File: src/rtl/instr_fetch.sv
// instr_fetch: fetch stage owning the PC and a 2-entry {instr, pc} buffer
// feeding decode over valid/ready; redirects flush the buffer.
//
// Ports:
//   clk, rst            - clock, synchronous active-high reset
//   redirect_valid/addr - redirect from execute (byte address, low bits dropped)
//   cmd_address_current - ROM byte address (= pc, word aligned)
//   current_instruction - combinational ROM data for cmd_address_current
//   dec_valid/ready     - handshake to decode
//   dec_instr, dec_pc   - buffer head entry
//   fetch_fault         - sticky out-of-range flag
//
// Optional feature macro: IFETCH_RANGE_CHECK_EN (blocks fetches at or
// beyond FW_LENGTH words and raises fetch_fault; undefined = no check).

module instr_fetch #(
   parameter int unsigned FW_LENGTH = 8,
   parameter int unsigned COUNTER_WIDTH = 12,
   parameter int unsigned INSTRUCTON_WIDTH = 32,
   parameter logic [COUNTER_WIDTH-1:0] RESET_ADDR = '0
) (
   input  logic                        clk,
   input  logic                        rst,
   input  logic                        redirect_valid,
   input  logic [COUNTER_WIDTH-1:0]    redirect_addr,
   output logic [COUNTER_WIDTH-1:0]    cmd_address_current,
   input  logic [INSTRUCTON_WIDTH-1:0] current_instruction,
   output logic                        dec_valid,
   input  logic                        dec_ready,
   output logic [INSTRUCTON_WIDTH-1:0] dec_instr,
   output logic [COUNTER_WIDTH-1:0]    dec_pc,
   output logic                        fetch_fault
);

   localparam logic [COUNTER_WIDTH-1:0] ALIGN_MASK =
      {{(COUNTER_WIDTH-2){1'b1}}, 2'b00};
   localparam logic [COUNTER_WIDTH-1:0] PC_STEP = COUNTER_WIDTH'(4);

   logic [COUNTER_WIDTH-1:0]    pc;
   logic [INSTRUCTON_WIDTH-1:0] head_instr;
   logic [INSTRUCTON_WIDTH-1:0] tail_instr;
   logic [COUNTER_WIDTH-1:0]    head_pc;
   logic [COUNTER_WIDTH-1:0]    tail_pc;
   logic [1:0]                  count;
   logic                        fault;
   logic                        pop;
   logic                        fetch_req;
   logic                        blocked;
   logic                        push;

   assign dec_valid = (count != 2'd0);
   assign pop       = dec_valid & dec_ready;

   // A full buffer can still accept a fetch when decode frees a slot.
   assign fetch_req = !redirect_valid & !fault &
                      ((count != 2'd2) | pop);

`ifdef IFETCH_RANGE_CHECK_EN
   localparam int unsigned FW_BYTES = FW_LENGTH * 4;

   logic out_of_range;

   assign out_of_range = (32'(pc) >= FW_BYTES);
   assign blocked      = fetch_req & out_of_range;

   always_ff @(posedge clk) begin
      if (rst) begin
         fault <= 1'b0;
      end else if (redirect_valid) begin
         fault <= 1'b0;
      end else if (blocked) begin
         fault <= 1'b1;
      end
   end
`else
   assign blocked = 1'b0;
   assign fault   = 1'b0;
`endif

   assign push = fetch_req & !blocked;

   always_ff @(posedge clk) begin
      if (rst) begin
         pc         <= RESET_ADDR;
         count      <= 2'd0;
         head_instr <= '0;
         head_pc    <= '0;
         tail_instr <= '0;
         tail_pc    <= '0;
      end else if (redirect_valid) begin
         // Flush wins over any pop this cycle.
         count <= 2'd0;
         pc    <= redirect_addr & ALIGN_MASK;
      end else begin
         if (push) begin
            pc <= pc + PC_STEP;
         end
         unique case ({push, pop})
            2'b10: begin
               if (count == 2'd0) begin
                  head_instr <= current_instruction;
                  head_pc    <= pc;
               end else begin
                  tail_instr <= current_instruction;
                  tail_pc    <= pc;
               end
               count <= count + 2'd1;
            end
            2'b01: begin
               head_instr <= tail_instr;
               head_pc    <= tail_pc;
               count      <= count - 2'd1;
            end
            2'b11: begin
               // Full: shift tail up and refill the freed slot.
               if (count == 2'd2) begin
                  head_instr <= tail_instr;
                  head_pc    <= tail_pc;
                  tail_instr <= current_instruction;
                  tail_pc    <= pc;
               end else begin
                  head_instr <= current_instruction;
                  head_pc    <= pc;
               end
            end
            default: begin
            end
         endcase
      end
   end

   assign cmd_address_current = pc;
   assign dec_instr           = head_instr;
   assign dec_pc              = head_pc;
   assign fetch_fault         = fault;

endmodule
File: config.mk
export PLATFORM = sky130hd
export DESIGN_NAME = instr_fetch
export DESIGN_NICKNAME = d
export VERILOG_FILES = /design/src/rtl/instr_fetch.sv
export SDC_FILE = /design/constraint.sdc
export NUM_CORES = 1
export LEC_CHECK = 0
export CAP_MARGIN = 20
export CORE_ASPECT_RATIO = 0.7
export CORE_UTILIZATION = 44
export CTS_CLUSTER_SIZE = 16
export DETAILED_ROUTE_END_ITERATION = 10
export PLACE_DENSITY = 0.84
export SETUP_SLACK_MARGIN = 0.05
export SYNTH_ARGS = -nofsm -noshare
export SYNTH_HDL_FRONTEND = slang
export SYNTH_SLANG_ARGS = --single-unit
File: constraint.sdc
create_clock -name clk -period 1.4 [get_ports clk]
set_input_delay 0.14 -clock clk [delete_from_list [all_inputs] [get_ports clk]]
set_output_delay 0.14 -clock clk [all_outputs]
set_load 0.005 [all_outputs]
-- Yosys cells after proc, flatten, opt, wreduce, memory -nomap -nowiden
Cells that the tools add are included.
- register bits after elaboration: 102
- reductions and logical operators: 10
- equality and inequality tests: 8
- multiplexer cells: 15
- bitwise operators: 4
- add/subtract/negate cells: 3
- operators with widths (cell ; count):
    $mux W32 ; 4
    $pmux W32 S3 ; 1
    $mux W12 ; 6
    $pmux W32 S2 ; 1
    $pmux W12 S3 ; 1
    $pmux W12 S2 ; 1
    $add A12 B3 Y12 const B ; 1
    $ne A2 B2 Y1 const B ; 4
    $reduce_bool A2 Y1 ; 4
    $eq A2 B2 Y1 const B ; 3
    $pmux W2 S2 ; 1
    $reduce_and A4 Y1 ; 1
    $reduce_and A3 Y1 ; 1
    $reduce_bool A3 Y1 ; 1
    $add A2 B1 Y2 const B ; 1
    $and A1 B1 Y1 ; 2
    $eq A2 B1 Y1 const B ; 1
    $logic_not A2 Y1 ; 1
    $reduce_or A2 Y1 ; 1
    $sub A2 B1 Y2 const B ; 1
    $logic_not A1 Y1 ; 1
    $not A1 Y1 ; 1
    $or A1 B1 Y1 ; 1

-- Logic depth before layout (Yosys ltp)
Gate-level depths: netlist of run 1.
- word-level depth: 7
- gate-level depth with buffers: 7
- gate-level depth less buffers: 5

-- Worst setup path before layout of run 1
No wires, ideal clock.
- kind: reg-to-reg
- start: reg count[1]
- end: reg head_instr[10] (netlist: dec_instr[10])
- period minus slack after synthesis: 1.451 ns
- cell stages (with the launch flop): 6
- library setup time: 0.142 ns
- setup slack: -0.051 ns
- data arrival time: 1.309 ns
- required time: 1.258 ns
- cell sequence: dfxtp_1 or2_1 a21oi_2 buf_4 clkbuf_1 a311oi_1
- longest elaborated chain between the ends: 7
- elaborated cells on any way between the ends: 15
- classes of those cells: eq/ne (6); mux (2); bitwise (3); reduce/logical (4)
- ends and longest elaborated chain (what ; line ; RTL):
    start: declaration ; 44 ; logic [1:0] count;
    start signal: assignment ; 107 ; count <= count + 2'd1;
    start signal: assignment ; 112 ; count <= count - 2'd1;
    $reduce_bool A2 Y1 (*) ; 51 ; assign dec_valid = (count != 2'd0);
    net dec_valid ; 28 ; output logic dec_valid,
    $and A1 B1 Y1 (*) ; 52 ; assign pop = dec_valid & dec_ready;
    $or A1 B1 Y1 ; 56 ; ((count != 2'd2) | pop);
    $and A1 B1 Y1 ; 55 ; assign fetch_req = !redirect_valid & !fault &
    $eq A2 B2 Y1 / $eq A2 B1 Y1 (equally long branches) ; 98 ; unique case ({push, pop})
    $ne A2 B2 Y1 (no line) / $reduce_bool A3 Y1 (equally long branches) ; -- ;
    $reduce_and A3 Y1 (no line) ; -- ;
    end signal: assignment ; 101 ; head_instr <= current_instruction;
    end signal: assignment ; 110 ; head_instr <= tail_instr;
    end signal: assignment ; 117 ; head_instr <= tail_instr;
    end: declaration ; 40 ; logic [INSTRUCTON_WIDTH-1:0] head_instr;
The timed path passes the listed nets; every way through them passes the cells marked *.
A chain may end at the register's enable or synchronous reset.

-- Worst setup path after layout of run 1
- start: reg count[1]
- end: reg head_instr[26] (netlist: dec_instr[26])
- longest elaborated chain between the ends: 7
- elaborated cells on any way between the ends: 15
- classes of those cells: eq/ne (6); mux (2); bitwise (3); reduce/logical (4)
- ends and longest elaborated chain (what ; line):
    $reduce_bool A2 Y1 ; 51
    $and A1 B1 Y1 ; 52
    $or A1 B1 Y1 ; 56
    $and A1 B1 Y1 ; 55
    $eq A2 B2 Y1 / $eq A2 B1 Y1 (equally long branches) ; 98
    $ne A2 B2 Y1 (no line) / $reduce_bool A3 Y1 (equally long branches) ; --
    $reduce_and A3 Y1 (no line) ; --
Several ways; a longest one is shown, not always the timed one.

==> results of run 1 <==
## power by group through the flow
stage / Clock (mW) / Sequential [mW] / Combinational, mW
2_1_floorplan: 0 / 3.04 / 0.423
3_3_place_gp: 0 / 3.03 / 0.916
3_5_place_dp: 0 / 3.04 / 0.941
4_1_cts: 2.39 / 2.96 / 1.07
5_1_grt: 2.52 / 2.98 / 1.25
6_report: 2.39 / 2.97 / 1.17
## how the worst max path moves through the flow
stage	start	slack, ps	depth (start not counted)	to
floorplan	count[0]	20	5	dec_instr[10]
global placement	dec_ready	-350	6	tail_instr[6]
detailed placement	dec_ready	-420	6	tail_instr[3]
CTS	count[0]	-90	6	dec_instr[27]
global route	count[1]	-220	6	dec_instr[26]
finish	count[1]	-200	6	dec_instr[26]
## area by class of cell
cell class,count,area [um2],share of cell area [%]
multi-input cells,317,1960,31.7
flip-flops and latches,96,1960,31.8
clock inverters,5,58.8,0.951
inverters,9,33.8,0.546
well taps,120,150,2.43
repair buffers,151,1790,29.0
clock buffers,9,225,3.64
## logic make-up after synthesis
logic type,share of synthesized area (%)
and+or+nand+nor,19.3
other,0.0937
muxes,11.6
buffers and inverters,6.19
AOI/OAI and AO/OA,12.3
DFF,48.0
xor gates and xnor gates,2.19
adders and majority gates,0.313
## registers in the layout (all words and copies together), names as in the netlist
register / count
tail_pc: 10
dec_instr: 32
dec_pc: 10
count: 2
cmd_address_current: 10
tail_instr: 32
## stage by stage
stage / std cells / setup TNS, ps / setup slack [ps] / instance area, um2 / hold WS [ps]
global placement: 665 / -26700 / -347 / 5250 / 460
finish: 707 / -5860 / -198 / 6180 / 304
floorplan: 465 / 0 / 23.3 / 4080 / 287
CTS: 697 / -3450 / -89.9 / 5870 / 314
detailed placement: 665 / -32700 / -416 / 5250 / 470
global route: 707 / -11780 / -220 / 6180 / 329
## cell usage after synthesis, drive strengths merged, types with 2 or more instances
cell type	n	area share (%)
nand2	90	8.4
dfxtp	96	48
xor2	6	1.3
nor2	86	8.1
inv	9	0.84
o21a	8	1.5
mux2	2	0.56
clkbuf	20	1.9
nand4	5	0.78
nor3	5	0.63
a21oi	10	1.4
xnor2	4	0.88
mux2i	44	11
buf	23	3.5
a311oi	42	9.2
## per-layer routing
| metal | track usage, % | part of all wire, % | vias to the layer above |
|---|---|---|---|
| li1 | - | - | 1818 |
| met1 | 30.5 | 45 | 1847 |
| met2 | 39.3 | 47 | 162 |
| met3 | 5.02 | 6.5 | 20 |
| met4 | 5.38 | 1.5 | 0 |
| met5 | 0 | 0 | - |
## worst max-delay path, stage by stage, from the launching register on
cell and delay [ps]:
sky130_fd_sc_hd__dfxtp_4 360, sky130_fd_sc_hd__or2_4 270, sky130_fd_sc_hd__a21oi_4 160, sky130_fd_sc_hd__buf_12 160
sky130_fd_sc_hd__clkbuf_16 160, sky130_fd_sc_hd__nor2_1 40, sky130_fd_sc_hd__a311oi_1 320
## what timing repair did
item | CTS | global route
cloned | 5 | 9
gates resized for setup | 47 | 35
setup endpoints to repair | 104 | 110
pin swaps | 12 | 19
hold buffers | 0 | 0
buffers inserted | 13 | 1
==> impl_table.tex, run 1 <==
\begin{tabular}{lr}
\hline
Metric & Value \\
\hline
\multicolumn{2}{l}{\textbf{Logic synthesis}} \\
Synth unique cells & 30 \\
Proportion of synthesized chip area in sequential cells & 48.0\% \\
Number of synthesized register bits & 96 \\
Mapped Area & 4000 um2 \\
Post-synth ARST share & 0\% \\
Count of flip-flops with a built-in enable after synthesis & 0 \\
Total of warnings raised by yosys & 0 \\
Per-instance average area after synthesis & 8.68 um2 \\
Most instantiated flip-flop cell in the synthesis netlist & sky130\_fd\_sc\_hd\_\_dfxtp\_1 \\
Gate Count Post-Synth & 461 \\
\multicolumn{2}{l}{\textbf{STA}} \\
Number of hold violations in the final report & 0 \\
Post-route setup slack & -198 ps \\
Highest Clock Rate & approximately 630 MHz \\
Period utilisation layout & 114\% \\
Period minus WS final & between 1500 and 2000 ps \\
Setup repair after global routing missed its margin & true \\
Max-slew violations & 0 \\
Maximum clock skew at final layout & approximately 8.9 ps \\
Final Setup Violations & 84 \\
\multicolumn{2}{l}{\textbf{Place}} \\
PortBufs & 98 \\
Total half-perimeter wirelength after legalization and detailed placement & 6.48 mm \\
Routability cong. & 0.808 \\
\multicolumn{2}{l}{\textbf{Power and ir drop}} \\
Leakage power & 2.57 nW \\
Cell Int Power & 4.91 mW \\
Proportion of power drawn by combinational gates & 17.9\% \\
Power Density & 1060 nW/um2 \\
Net switching power of the design & 1.62 mW \\
Sw Share & 24.8\% \\
Flop pwr share & 45.5\% \\
Clock power frac & 36.7\% \\
Worst ir drop on vdd & a little over 0.7 mV \\
Post-layout power & 6.53 mW \\
\multicolumn{2}{l}{\textbf{Critical path}} \\
Setup slack, reg-to-reg & -200 ps \\
Critical path endpoint category & flop \\
Crit path kind & reg -> reg \\
Data required time of the critical path & around 1600 ps \\
Capture instance of the worst register-to-register path & dec\_instr[26] \\
Max FO, Critical Path & 10 \\
Worst EP arrival & 1810 ps \\
FF-to-FF Start & count[1] \\
Worst reg-to-reg path cell count & 6 \\
Critical Path Source Type & flop \\
\multicolumn{2}{l}{\textbf{Floorplan}} \\
Initial core utilization & 46.4\% \\
I/O pin count & 106 \\
Area of the core & 8620 um2 \\
X dimension of the die & 116 um \\
Die Y-Extent & 81.8 um \\
Die Footprint & between 9000 and 10000 um2 \\
Row count & 28 \\
\multicolumn{2}{l}{\textbf{Run status}} \\
Run status & complete, but fails checks \\
Violated checks & negative setup slack \\
\multicolumn{2}{l}{\textbf{Min path}} \\
WHS Path Cells & 3 \\
Worst min path class & in -> reg \\
Worst Hold Path EP & tail\_instr[2] \\
Hold Crit Start & rst \\
\multicolumn{2}{l}{\textbf{Cells and area}} \\
Final core utilization & between 70\% and 80\% \\
Share of cells above drive strength 1 & 18.6\% \\
Commonest cells after routing, fill and taps aside & sky130\_fd\_sc\_hd\_\_nand2\_1 (88), sky130\_fd\_sc\_hd\_\_nor2\_1 (82), sky130\_fd\_sc\_hd\_\_dfxtp\_1 (78) \\
\# nets final & approximately 630 \\
Area delta synth->final & 54.6\% \\
Most common library cell in the layout ignoring fill and taps & sky130\_fd\_sc\_hd\_\_nand2\_1 \\
Fill cell total of the finished layout & around 640 \\
Ant diodes & 0 \\
\multicolumn{2}{l}{\textbf{Detailed routing}} \\
1st-iter DRT viols & 326 \\
Number of detailed-routing iterations run before antenna repair & 5 \\
Via total after detailed routing & 3847 \\
Post-route antenna net violation count & 0 \\
Count of unresolved DRC violations after routing & 0 \\
Vias per Instance & 5.44 \\
Sum of routed wire length over all layers & 12.2 mm \\
Detail-routed net length per standard cell & 17.3 um \\
\multicolumn{2}{l}{\textbf{Clocking}} \\
CTS H-tree lvls & 3 \\
Reg clk slew, reported paths & about 70 ps \\
Master cell of the clock root buffer & sky130\_fd\_sc\_hd\_\_clkbuf\_16 \\
Clock latency on the worst-skew pair & around 330 ps \\
CTS tree & yes \\
Clock Sink Count & 96 \\
Max Buffers Root-to-Sink & 2 \\
Inserted Clock Buffers & 9 \\
\multicolumn{2}{l}{\textbf{Global route}} \\
Number of antenna violations at the first check in global routing & 0 \\
First-pass GRT wire length & 17.1 mm \\
Global-route usage over all layers & 23.3\% \\
Total grt overflow & 0 \\
Pin count of the biggest net entering global routing & 97 \\
Vias in the first global route & 3501 \\
\multicolumn{2}{l}{\textbf{Run}} \\
Number of max-capacitance violations reported & 0 \\
\hline
\end{tabular}
Power figures use the tool's default switching activity.
==> run 2, diff against run 1 <==
--- a/config.mk
+++ b/config.mk
@@ -11,6 +11,7 @@
 export CTS_CLUSTER_SIZE = 16
 export DETAILED_ROUTE_END_ITERATION = 10
 export PLACE_DENSITY = 0.84
+export REMOVE_ABC_BUFFERS = 1
 export SETUP_SLACK_MARGIN = 0.05
 export SYNTH_ARGS = -nofsm -noshare
 export SYNTH_HDL_FRONTEND = slang
==> run 2 against run 1 <==
Compared with the run above: the run still ends with negative setup slack left; total power down 2.8%; sequential power barely moved; clock skew fell by 5.6 ps; global-route usage rose by 0.99 points; design area increased by 1.2%.
==> impl_table.tex, run 2 (synthesis results as in run 1) <==
\begin{tabular}{lr}
\hline
Metric & Value \\
\hline
\multicolumn{2}{l}{\textbf{Cells and area}} \\
Commonest cells after routing, fill and taps aside & sky130\_fd\_sc\_hd\_\_nand2\_1 (88), sky130\_fd\_sc\_hd\_\_dfxtp\_1 (79), sky130\_fd\_sc\_hd\_\_nor2\_1 (75) \\
Most common library cell in the layout ignoring fill and taps & sky130\_fd\_sc\_hd\_\_nand2\_1 \\
Ant diodes & 0 \\
Cell area after layout & roughly 6300 um2 \\
Final cell count without fillers & 704 \\
\# nets final & approximately 630 \\
Area delta synth->final & 56.4\% \\
Share of cells above drive strength 1 & between 10\% and 20\% \\
\multicolumn{2}{l}{\textbf{Critical path}} \\
Worst reg-to-reg path cell count & 6 \\
Cell with the largest stage delay on the worst path & sky130\_fd\_sc\_hd\_\_dfxtp\_4 \\
Capture instance of the worst register-to-register path & dec\_instr[17] \\
Most used cell, CP & sky130\_fd\_sc\_hd\_\_buf\_12 \\
Max FO, Critical Path & 10 \\
Top cell family by delay on the critical path & compound AO/OA/AOI/OAI gates \\
Largest incremental delay on the critical path & 360 ps \\
Worst EP arrival & 1830 ps \\
Data required time of the critical path & between 1500 and 2000 ps \\
FF-to-FF Start & count[1] \\
Critical path endpoint category & flop \\
Crit path kind & reg -> reg \\
Buf/Inv on CP & 2 \\
Cell Chain, Critical Path & or2\_4, a21oi\_4, buf\_12, buf\_12, nor2\_2, a311oi\_2 \\
Critical Path Source Type & flop \\
Setup slack, reg-to-reg & -190 ps \\
\multicolumn{2}{l}{\textbf{STA}} \\
Final Setup Violations & 95 \\
Period minus WS final & roughly 1600 ps \\
Setup repair after global routing missed its margin & true \\
Highest Clock Rate & between 600 and 700 MHz \\
Period utilisation layout & 113\% \\
Summed negative setup slack over all endpoints & -9090 ps \\
Max-slew violations & 0 \\
Number of hold violations in the final report & 0 \\
Post-route setup slack & -188 ps \\
Maximum clock skew at final layout & 3.32 ps \\
\multicolumn{2}{l}{\textbf{Power and ir drop}} \\
Worst ir drop on vdd & 0.877 mV \\
Leakage power & roughly 2.7 nW \\
Power Density & 1010 nW/um2 \\
\multicolumn{2}{l}{\textbf{Detailed routing}} \\
Highest signal layer in the routed design & met4 \\
Detail-routed net length per standard cell & 17.7 um \\
Post-route antenna net violation count & 0 \\
Vias per Instance & 5.49 \\
Sum of routed wire length over all layers & 12.5 mm \\
Number of detailed-routing iterations run before antenna repair & 5 \\
1st-iter DRT viols & 359 \\
Met2 layer wire length in the routed design & 6.29 mm \\
Length of routed met3 wiring & about 900 um \\
Metal-1 WL & between 4 and 5 mm \\
Via total after detailed routing & $\sim$3900 \\
Count of unresolved DRC violations after routing & 0 \\
\multicolumn{2}{l}{\textbf{Clocking}} \\
Clock latency on the worst-skew pair & 350 ps \\
CTS tree & yes \\
Number of hold buffers added after cts & 0 \\
Max Buffers Root-to-Sink & 2 \\
Clock Sink Count & 96 \\
Inserted Clock Buffers & 9 \\
CTS H-tree lvls & 3 \\
Reg clk slew, reported paths & 60 ps \\
Master cell of the clock root buffer & sky130\_fd\_sc\_hd\_\_clkbuf\_16 \\
\multicolumn{2}{l}{\textbf{Global route}} \\
Number of antenna violations at the first check in global routing & 0 \\
Pin count of the biggest net entering global routing & 97 \\
Global-route usage over all layers & 24.3\% \\
Vias in the first global route & 3662 \\
Total grt overflow & 0 \\
First-pass GRT wire length & 17.6 mm \\
\multicolumn{2}{l}{\textbf{Floorplan}} \\
Initial core utilization & 46.4\% \\
Die Footprint & 9480 um2 \\
Row count & 28 \\
X dimension of the die & 116 um \\
Die Y-Extent & 81.8 um \\
Area of the core & 8620 um2 \\
I/O pin count & $\sim$110 \\
\multicolumn{2}{l}{\textbf{Run status}} \\
Run status & complete, but fails checks \\
Violated checks & negative setup slack \\
\multicolumn{2}{l}{\textbf{Place}} \\
Total half-perimeter wirelength after legalization and detailed placement & 6.46 mm \\
Routability cong. & roughly 0.76 \\
PortBufs & 98 \\
Instance count after placement with tap cells included & 665 \\
Instance area after placement & 5260 um2 \\
Worst slack at placement & -446 ps \\
\multicolumn{2}{l}{\textbf{Min path}} \\
Worst min path class & in -> reg \\
Hold Crit Start & rst \\
WHS Path Cells & 3 \\
Worst Hold Path EP & tail\_instr[12] \\
\multicolumn{2}{l}{\textbf{Run}} \\
Number of max-capacitance violations reported & 0 \\
\hline
\end{tabular}
-- run 2: cell count changes in the layout (fill, tap and decap cells not counted), sizes merged --
cell / change
bufinv: -1
dlygate4sd2: +5
dlymetal6s2s: +11
clkinvlp: -1
clkinv: -1
clkdlybuf4s50: -16
inv: -1
buf: +1
-- run 2: tightest hold or removal path, stage by stage --
cell and delay, ps:
sky130_fd_sc_hd__buf_2 110, sky130_fd_sc_hd__buf_12 220, sky130_fd_sc_hd__nor2_1 130
-- run 2: area by class of cell --
| type | instances | area, um2 |
|---|---|---|
| clock inverters | 1 | 7.51 |
| clock buffers | 12 | 236 |
| flip-flops and latches | 96 | 1960 |
| repair buffers | 149 | 1820 |
| multi-input cells | 317 | 2050 |
| well taps | 120 | 150 |
| inverters | 9 | 33.8 |
| fillers | 630 | 2360 |
-- run 2: per-layer routing --
metal,track usage [%],up-vias
met3,6.57,30
met1,28.5,1843
met5,0,-
li1,-,1814
met4,10.6,0
met2,42.0,176
-- run 2: report_power, final --
group	internal (mW)	switching, mW	total [mW]
combinational	0.683	0.512	1.19
sequential	2.88	0.103	2.98
clock	1.18	0.993	2.17
-- run 2: stage by stage --
| stage | util [%] | total power [mW] | hold slack (ps) |
|---|---|---|---|
| after floorplan | - | 3.37 | 212 |
| after global placement | 61.0 | 3.94 | 460 |
| after detailed placement | 61.0 | 3.98 | 470 |
| after CTS | 68.5 | 6.24 | 301 |
| after global routing | 72.6 | 6.54 | 333 |
| final | 72.6 | 6.35 | 301 |
-- run 2: timing repair --
action                     CTS  global route
pin swaps                   20            33
cloned                       7             5
buffers inserted            10             5
setup endpoints to repair  106           121
gates resized for setup     58            65
-- run 2: worst max path at each step --
stage,depth (start not counted),slack (ps),startpoint,end
after floorplan,3,-1330,count[1],dec_instr[0]
after global placement,6,-360,dec_ready,tail_instr[20]
after detailed placement,6,-450,redirect_valid,dec_instr[17]
after CTS,6,-110,count[0],dec_instr[28]
after global routing,6,-250,count[1],dec_instr[1]
final,6,-190,count[1],dec_instr[17]
